==> src/rtl/mic1_io_uart.sv <==
// rtl/mic1_io_uart.sv - mic1 memory-mapped UART: TX FIFO + 8N1 serialiser, RX deserialiser, status register.
// Define MIC1_IO_LOOPBACK_EN to feed the RX synchroniser from ser_tx instead of ser_rx.
module mic1_io_uart #(
  parameter logic [31:0] IO_ADDR      = 32'hFFFFFFFD,
  parameter logic [31:0] STATUS_ADDR  = 32'hFFFFFFFC,
  parameter int          CLKS_PER_BIT = 16,
  parameter int          TX_DEPTH     = 4
) (
  input  logic        clk,
  input  logic        resetn,
  input  logic        io_read,
  input  logic        io_write,
  input  logic [31:0] io_addr,
  input  logic [31:0] io_wdata,
  output logic [31:0] io_rdata,
  output logic        io_hit,
  input  logic        ser_rx,
  output logic        ser_tx
);

  localparam int PW = $clog2(TX_DEPTH);
  localparam int CW = $clog2(CLKS_PER_BIT);
  localparam logic [CW-1:0] BIT_END  = CW'(CLKS_PER_BIT - 1);
  localparam logic [CW-1:0] HALF_END = CW'(CLKS_PER_BIT / 2 - 1);

  typedef enum logic [1:0] {ST_IDLE, ST_START, ST_DATA, ST_STOP} state_t;

  logic data_sel, status_sel, rd_data, rd_status, wr_data;
  assign data_sel   = (io_addr == IO_ADDR);
  assign status_sel = (io_addr == STATUS_ADDR);
  assign io_hit     = data_sel | status_sel;
  assign rd_data    = io_read & data_sel;
  assign rd_status  = io_read & status_sel;
  assign wr_data    = io_write & data_sel;

  // TX FIFO
  logic [7:0]    tx_mem_q [TX_DEPTH];
  logic [PW-1:0] tx_wr_ptr_q, tx_wr_ptr_d, tx_rd_ptr_q, tx_rd_ptr_d;
  logic [PW:0]   tx_count_q, tx_count_d;
  logic          tx_full, tx_empty, tx_push, tx_pop;

  assign tx_full  = (tx_count_q == (PW+1)'(TX_DEPTH));
  assign tx_empty = (tx_count_q == '0);
  // A pop on the same edge frees a slot, so a push to a full FIFO is still taken.
  assign tx_push  = wr_data & (~tx_full | tx_pop);

  always_comb begin
    tx_wr_ptr_d = tx_wr_ptr_q + PW'(tx_push);
    tx_rd_ptr_d = tx_rd_ptr_q + PW'(tx_pop);
    tx_count_d  = tx_count_q + (PW+1)'(tx_push) - (PW+1)'(tx_pop);
  end

  // TX serialiser
  state_t        tx_state_q, tx_state_d;
  logic [CW-1:0] tx_cnt_q, tx_cnt_d;
  logic [2:0]    tx_bit_q, tx_bit_d;
  logic [7:0]    tx_shift_q, tx_shift_d;
  logic          ser_tx_q, ser_tx_d, tx_tick;

  assign tx_tick = (tx_cnt_q == BIT_END);
  assign ser_tx  = ser_tx_q;

  always_comb begin
    tx_state_d = tx_state_q;
    tx_cnt_d   = tx_cnt_q + 1'b1;
    tx_bit_d   = tx_bit_q;
    tx_shift_d = tx_shift_q;
    ser_tx_d   = ser_tx_q;
    tx_pop     = 1'b0;
    case (tx_state_q)
      ST_IDLE: begin
        tx_cnt_d = '0;
        if (!tx_empty) begin
          tx_pop     = 1'b1;
          tx_state_d = ST_START;
          tx_shift_d = tx_mem_q[tx_rd_ptr_q];
          ser_tx_d   = 1'b0;
        end
      end
      ST_START: if (tx_tick) begin
        tx_state_d = ST_DATA;
        tx_cnt_d   = '0;
        tx_bit_d   = '0;
        ser_tx_d   = tx_shift_q[0];
      end
      ST_DATA: if (tx_tick) begin
        tx_cnt_d = '0;
        if (tx_bit_q == 3'd7) begin
          tx_state_d = ST_STOP;
          ser_tx_d   = 1'b1;
        end else begin
          tx_bit_d   = tx_bit_q + 1'b1;
          tx_shift_d = {1'b0, tx_shift_q[7:1]};
          ser_tx_d   = tx_shift_q[1];
        end
      end
      default: if (tx_tick) begin
        tx_cnt_d = '0;
        if (!tx_empty) begin
          tx_pop     = 1'b1;
          tx_state_d = ST_START;
          tx_shift_d = tx_mem_q[tx_rd_ptr_q];
          ser_tx_d   = 1'b0;
        end else begin
          tx_state_d = ST_IDLE;
        end
      end
    endcase
  end

  // RX deserialiser
  logic rx_in;
`ifdef MIC1_IO_LOOPBACK_EN
  assign rx_in = ser_tx_q;
  logic unused_ser_rx;
  assign unused_ser_rx = ser_rx;
`else
  assign rx_in = ser_rx;
`endif

  logic          rx_sync1_q, rx_sync2_q, rx_prev_q;
  state_t        rx_state_q, rx_state_d;
  logic [CW-1:0] rx_cnt_q, rx_cnt_d;
  logic [2:0]    rx_bit_q, rx_bit_d;
  logic [7:0]    rx_shift_q, rx_shift_d;
  logic          rx_deliver, rx_ferr_set, rx_tick, rx_half;

  assign rx_tick = (rx_cnt_q == BIT_END);
  assign rx_half = (rx_cnt_q == HALF_END);

  always_comb begin
    rx_state_d  = rx_state_q;
    rx_cnt_d    = rx_cnt_q + 1'b1;
    rx_bit_d    = rx_bit_q;
    rx_shift_d  = rx_shift_q;
    rx_deliver  = 1'b0;
    rx_ferr_set = 1'b0;
    case (rx_state_q)
      ST_IDLE: begin
        rx_cnt_d = '0;
        if (rx_prev_q && !rx_sync2_q) rx_state_d = ST_START;
      end
      ST_START: if (rx_half) begin
        rx_cnt_d   = '0;
        rx_bit_d   = '0;
        rx_state_d = rx_sync2_q ? ST_IDLE : ST_DATA;
      end
      ST_DATA: if (rx_tick) begin
        rx_cnt_d   = '0;
        rx_shift_d = {rx_sync2_q, rx_shift_q[7:1]};
        rx_bit_d   = rx_bit_q + 1'b1;
        if (rx_bit_q == 3'd7) rx_state_d = ST_STOP;
      end
      default: if (rx_tick) begin
        rx_state_d  = ST_IDLE;
        rx_deliver  = rx_sync2_q;
        rx_ferr_set = ~rx_sync2_q;
      end
    endcase
  end

  // Register file and read path
  logic [7:0]  rx_byte_q, rx_byte_d;
  logic        rx_valid_q, rx_valid_d, rx_overrun_q, rx_overrun_d, frame_err_q, frame_err_d;
  logic [31:0] io_rdata_q, io_rdata_d;

  assign io_rdata = io_rdata_q;

  always_comb begin
    io_rdata_d   = io_rdata_q;
    rx_byte_d    = rx_byte_q;
    rx_valid_d   = rx_valid_q;
    rx_overrun_d = rx_overrun_q;
    frame_err_d  = frame_err_q;
    if (rd_data) begin
      io_rdata_d = rx_valid_q ? {24'h0, rx_byte_q} : 32'h0;
      rx_valid_d = 1'b0;
    end else if (rd_status) begin
      io_rdata_d   = {28'h0, frame_err_q, rx_overrun_q, tx_full, rx_valid_q};
      rx_overrun_d = 1'b0;
      frame_err_d  = 1'b0;
    end
    // A read on the delivery edge returns the old byte and frees the slot for the new one.
    if (rx_deliver) begin
      if (!rx_valid_q || rd_data) begin
        rx_byte_d  = rx_shift_q;
        rx_valid_d = 1'b1;
      end else begin
        rx_overrun_d = 1'b1;
      end
    end
    if (rx_ferr_set) frame_err_d = 1'b1;
  end

  always_ff @(posedge clk) begin
    if (tx_push) tx_mem_q[tx_wr_ptr_q] <= io_wdata[7:0];
  end

  always_ff @(posedge clk) begin
    if (!resetn) begin
      tx_wr_ptr_q  <= '0;
      tx_rd_ptr_q  <= '0;
      tx_count_q   <= '0;
      tx_state_q   <= ST_IDLE;
      tx_cnt_q     <= '0;
      tx_bit_q     <= '0;
      tx_shift_q   <= '0;
      ser_tx_q     <= 1'b1;
      rx_sync1_q   <= 1'b1;
      rx_sync2_q   <= 1'b1;
      rx_prev_q    <= 1'b1;
      rx_state_q   <= ST_IDLE;
      rx_cnt_q     <= '0;
      rx_bit_q     <= '0;
      rx_shift_q   <= '0;
      rx_byte_q    <= '0;
      rx_valid_q   <= 1'b0;
      rx_overrun_q <= 1'b0;
      frame_err_q  <= 1'b0;
      io_rdata_q   <= '0;
    end else begin
      tx_wr_ptr_q  <= tx_wr_ptr_d;
      tx_rd_ptr_q  <= tx_rd_ptr_d;
      tx_count_q   <= tx_count_d;
      tx_state_q   <= tx_state_d;
      tx_cnt_q     <= tx_cnt_d;
      tx_bit_q     <= tx_bit_d;
      tx_shift_q   <= tx_shift_d;
      ser_tx_q     <= ser_tx_d;
      rx_sync1_q   <= rx_in;
      rx_sync2_q   <= rx_sync1_q;
      rx_prev_q    <= rx_sync2_q;
      rx_state_q   <= rx_state_d;
      rx_cnt_q     <= rx_cnt_d;
      rx_bit_q     <= rx_bit_d;
      rx_shift_q   <= rx_shift_d;
      rx_byte_q    <= rx_byte_d;
      rx_valid_q   <= rx_valid_d;
      rx_overrun_q <= rx_overrun_d;
      frame_err_q  <= frame_err_d;
      io_rdata_q   <= io_rdata_d;
    end
  end

  logic unused_wdata;
  assign unused_wdata = ^io_wdata[31:8];

endmodule

==> config.mk <==
export PLATFORM = sky130hd
export DESIGN_NAME = mic1_io_uart
export DESIGN_NICKNAME = d
export VERILOG_FILES = /design/src/rtl/mic1_io_uart.sv
export SDC_FILE = /design/constraint.sdc
export NUM_CORES = 1
export LEC_CHECK = 0
export ABC_CLOCK_PERIOD_IN_PS = 3300
export BUFFER_PORTS_ARGS = -buffer_cell sky130_fd_sc_hd__clkbuf_2
export CORE_UTILIZATION = 47
export CTS_BUF_LIST = sky130_fd_sc_hd__clkbuf_4
export DETAILED_ROUTE_END_ITERATION = 10
export PLACE_DENSITY = 0.82
export SYNTH_ARGS = -nofsm -noshare
export SYNTH_HDL_FRONTEND = slang
export SYNTH_SLANG_ARGS = --single-unit
==> constraint.sdc <==
create_clock -name clk -period 3.3 [get_ports clk]
set_input_delay 0.165 -clock clk [delete_from_list [all_inputs] [get_ports clk]]
set_output_delay 0.165 -clock clk [all_outputs]
set_load 0.05 [all_outputs]
==> impl_metrics.py <==
metrics = {
    "status": {
        "outcome": "finished, final reports clean",
    },
    "power": {
        "power_frac_comb_pct": 13.2,
        "seq_power_share_pct": 59.3,
        "leakagePower_nw": 1.95,
        "ir_drop_uv": 295,
        "switching_power_mw": 0.618,
        "clkPwrFrac_pct": 27.6,
        "intPower_mw": 1.50,
        "powerDensity_nw_per_um2": 434,
        "switching_share_pct": 29.2,
        "power.total_mw": 2.12,
    },
    "setup_path": {
        "crit_slowest_cell": "o2111ai_1",
        "cp_slowest_stage_delay_ns": 0.42,
        "endpoint_kind": "register",
        "r2r_slack_ns": 0.36,
        "critical-path-top-delay-family": "adder cells",
        "worstPathArrival_ns": 3.28,
        "startpoint_type": "register",
        "crit_type": "reg -> reg",
        "cp.required_ns": 3.64,
        "critPathMaxFanout": 5,
        "crit_buf_inv": 2,
        "crit_chain": "ha_1, and3_4, mux2_2, o2111ai_1, ha_1, inv_1, ha_1, inv_1, fa_1, xnor2_1, xnor2_1, and2_1",
        "cpMostUsedCell": "ha_1",
    },
    "global_route": {
        "grt_pass1_vias": 2864,
        "grt_usage_pct": 16.7,
        "grt_max_degree": 40,
        "grt_pass1_wl_um": 12800,
        "grt_overflow": 0,
        "antenna_found_initial": 0,
    },
    "synth": {
        "ys.flop_type": "dfxtp_1",
        "synthArstFlopShare_pct": 0,
        "synth.most_common_cell": "dfxtp_1",
        "avgSynthCellArea_um2": 11.3,
        "synth.cell_area_um2": 4400,
        "yosys-top-cells-count": "dfxtp_1 (64), nand2_1 (38), edfxtp_1 (32)",
        "ys_ff_latch": 96,
        "yosys_warnings": 0,
        "synth_cell_type_count": 50,
        "synth_top_cell_area_share_pct": 29.1,
        "yosysSeqAreaShare_pct": 50.9,
        "synth_edf_count": 32,
        "synth_area_leaders": "dfxtp_1 (29%), edfxtp_1 (22%), mux2i_1 (5.7%), buf_4 (4.1%), mux4_2 (4.1%)",
        "postSynthCellCount": 389,
        "yosysTopAreaCell": "dfxtp_1",
    },
    "cells_and_area": {
        "multiInputGateArea_um2": 1950,
        "fin_util_pct": 54.9,
        "design_area_um2": 4880,
        "seqCellArea_um2": 2240,
        "n_fill_cell": 736,
        "syn_to_final_growth_pct": 10.9,
        "nNetsFinal": 532,
        "antenna_cells": 0,
        "layout-drive-gt1-share_pct": 20.3,
    },
    "route": {
        "viasPerCell": 5.31,
        "drt_iter0_markers": 134,
        "drtPass1Iterations": 4,
        "post_drt_wl_per_cell_um": 13.4,
        "ant_nets": 0,
        "vias": 2978,
        "drt-total-wl_um": 7520,
        "drc": 0,
    },
    "placement": {
        "gp_congestion": 0.744,
        "dpl_cell_area_um2": 4660,
        "io_buffers": 54,
        "hpwlAfterDp_um": 5500,
    },
    "floorplanning": {
        "dieArea_um2": 9760,
        "dieHeight_um": 98.8,
        "initial_core_util_pct": 49.5,
        "rows": 34,
        "io_pins": 103,
        "die_width_um": 98.8,
        "core_area_um2": 8890,
    },
    "sta": {
        "finalMaxSlewViolations": 0,
        "final-hold-violation-count": 0,
        "timing.fmax_mhz": 340,
        "fin_skew_ns": 0.0232,
        "rsz0062_at_grt": "no",
        "worst_slew_pin_slew_ns": 1.20,
        "min_period_ns": 2.94,
        "worst_hold_slack_ns": 0.165,
        "period_share_pct": 89.2,
        "timing.setup.tns_ns": 0,
        "slew_headroom_pct": 19.6,
        "setup_viol": 0,
    },
    "clock_network": {
        "path_clk_slew_ns": 0.16,
        "clock-root-buffer": "clkbuf_4",
        "cts_buffers": 9,
        "clock-sinks": 96,
        "clk-insertion-delay-late_ns": 0.43,
        "post_cts_resized": 0,
        "cts_tree": "yes",
        "htreeDepth": 3,
        "cts_buffer_depth": 2,
    },
    "job": {
        "maxCapViolCount": 0,
    },
    "hold_path": {
        "hp-class": "in -> reg",
    },
}
-- flip-flops by register name (all words and copies together) (netlist names), 3 cells and up --
| signal | flops |
|---|---|
| tx_shift_q | 8 |
| io_rdata | 8 |
| tx_bit_q | 3 |
| tx_cnt_q | 4 |
| tx_count_q | 3 |
| rx_cnt_q | 4 |
| rx_byte_q | 8 |
| rx_bit_q | 3 |
| rx_shift_q | 8 |
| tx_mem_q | 32 |
-- final timing paths --
check / from / to / cells after the start
min reg2reg: rx_sync1_q$_SDFF_PN1_ / rx_sync2_q$_SDFF_PN1_ / 1
max: tx_cnt_q[0]$_SDFF_PP0_ / tx_count_q[2]$_SDFF_PN0_ / 12
min: io_addr[0] / rx_valid_q$_SDFF_PN0_ / 2
max reg2reg: tx_cnt_q[0]$_SDFF_PP0_ / tx_count_q[2]$_SDFF_PN0_ / 12
-- cell families (layout without fill, tap and decap cells) --
logic type	Yosys count	after routing	synth area share, %
AO/OA/AOI/OAI	48	48	8.95
adder cells (fa/ha/maj)	15	15	4.43
flip-flops	96	96	50.9
multiplexers	34	34	10.0
buffers and inverters	52	93	6.82
other	1	24	0.0852
XOR/XNOR	8	8	1.59
AND/OR/NAND/NOR	135	135	17.2
-- worst reg2reg max path, stage by stage, from the launching register on --
cell       delay, ns
dfxtp_1         0.35
ha_1            0.24
and3_4          0.21
mux2_2          0.29
o2111ai_1       0.42
ha_1            0.32
inv_1           0.06
ha_1            0.13
inv_1           0.04
fa_1            0.37
xnor2_1         0.14
xnor2_1         0.13
and2_1          0.16
-- per-stage QoR --
step,instances,setup slack (ns)
finish,561,0.356
global route,561,0.198
CTS,561,0.360
detailed placement,536,0.362
global placement,536,0.485
floorplan,412,0.604
-- cell type report --
| cell class | instances | share of cell area (%) |
|---|---|---|
| Multi-Input combinational cell | 264 | 39.9 |
| Clock buffer | 9 | 1.38 |
| Sequential cell | 96 | 45.9 |
| Clock inverter | 7 | 1.26 |
| Tap cell | 108 | 2.77 |
| Inverter | 10 | 0.769 |
| Timing Repair Buffer | 67 | 8.00 |
-- layout by cell type (no fill, tap or decap), drive strengths merged, types with 4 or more instances in the layout --
cell         netlist  routed
dlygate4sd3        0       9
clkbuf            11      63
o21ai              7       7
o211a             10      10
mux2i             25      25
inv               10      14
and3               4       4
buf               31       4
xnor2              5       5
and2              10      10
a21oi              6       6
edfxtp            32      32
nor2b             15      15
conb               1      24
mux4               8       8
nand2             38      38
nor2              15      15
nand2b             8       8
dfxtp             64      64
nand4             13      13
a21boi             9       9
nor3b              4       4
ha                14      14
nand3             17      17
-- per-layer routing --
layer / vias up / track usage (%) / wire length [um] / share of wire (%)
li1: 1464 / - / - / -
met1: 1411 / 20.1 / 3410 / 45
met2: 96 / 29.3 / 3720 / 49
met3: 7 / 3.62 / 323 / 4.3
met4: 0 / 6.31 / 76 / 1.0
met5: - / 0 / 0 / 0
-- power by group through the flow --
stage	clock network (mW)	registers, mW	logic, mW
after floorplan	0	1.30	0.208
after global placement	0	1.28	0.258
after detailed placement	0	1.28	0.269
after CTS	0.602	1.26	0.279
after global routing	0.647	1.26	0.305
final	0.584	1.26	0.279
-- what timing repair did --
| action | CTS | global route |
|---|---|---|
| buffers inserted | 0 | 0 |
| hold buffers | 9 | 0 |
| hold endpoints to repair | 33 | 0 |
Note: power is estimated with default switching activity, not from simulation.
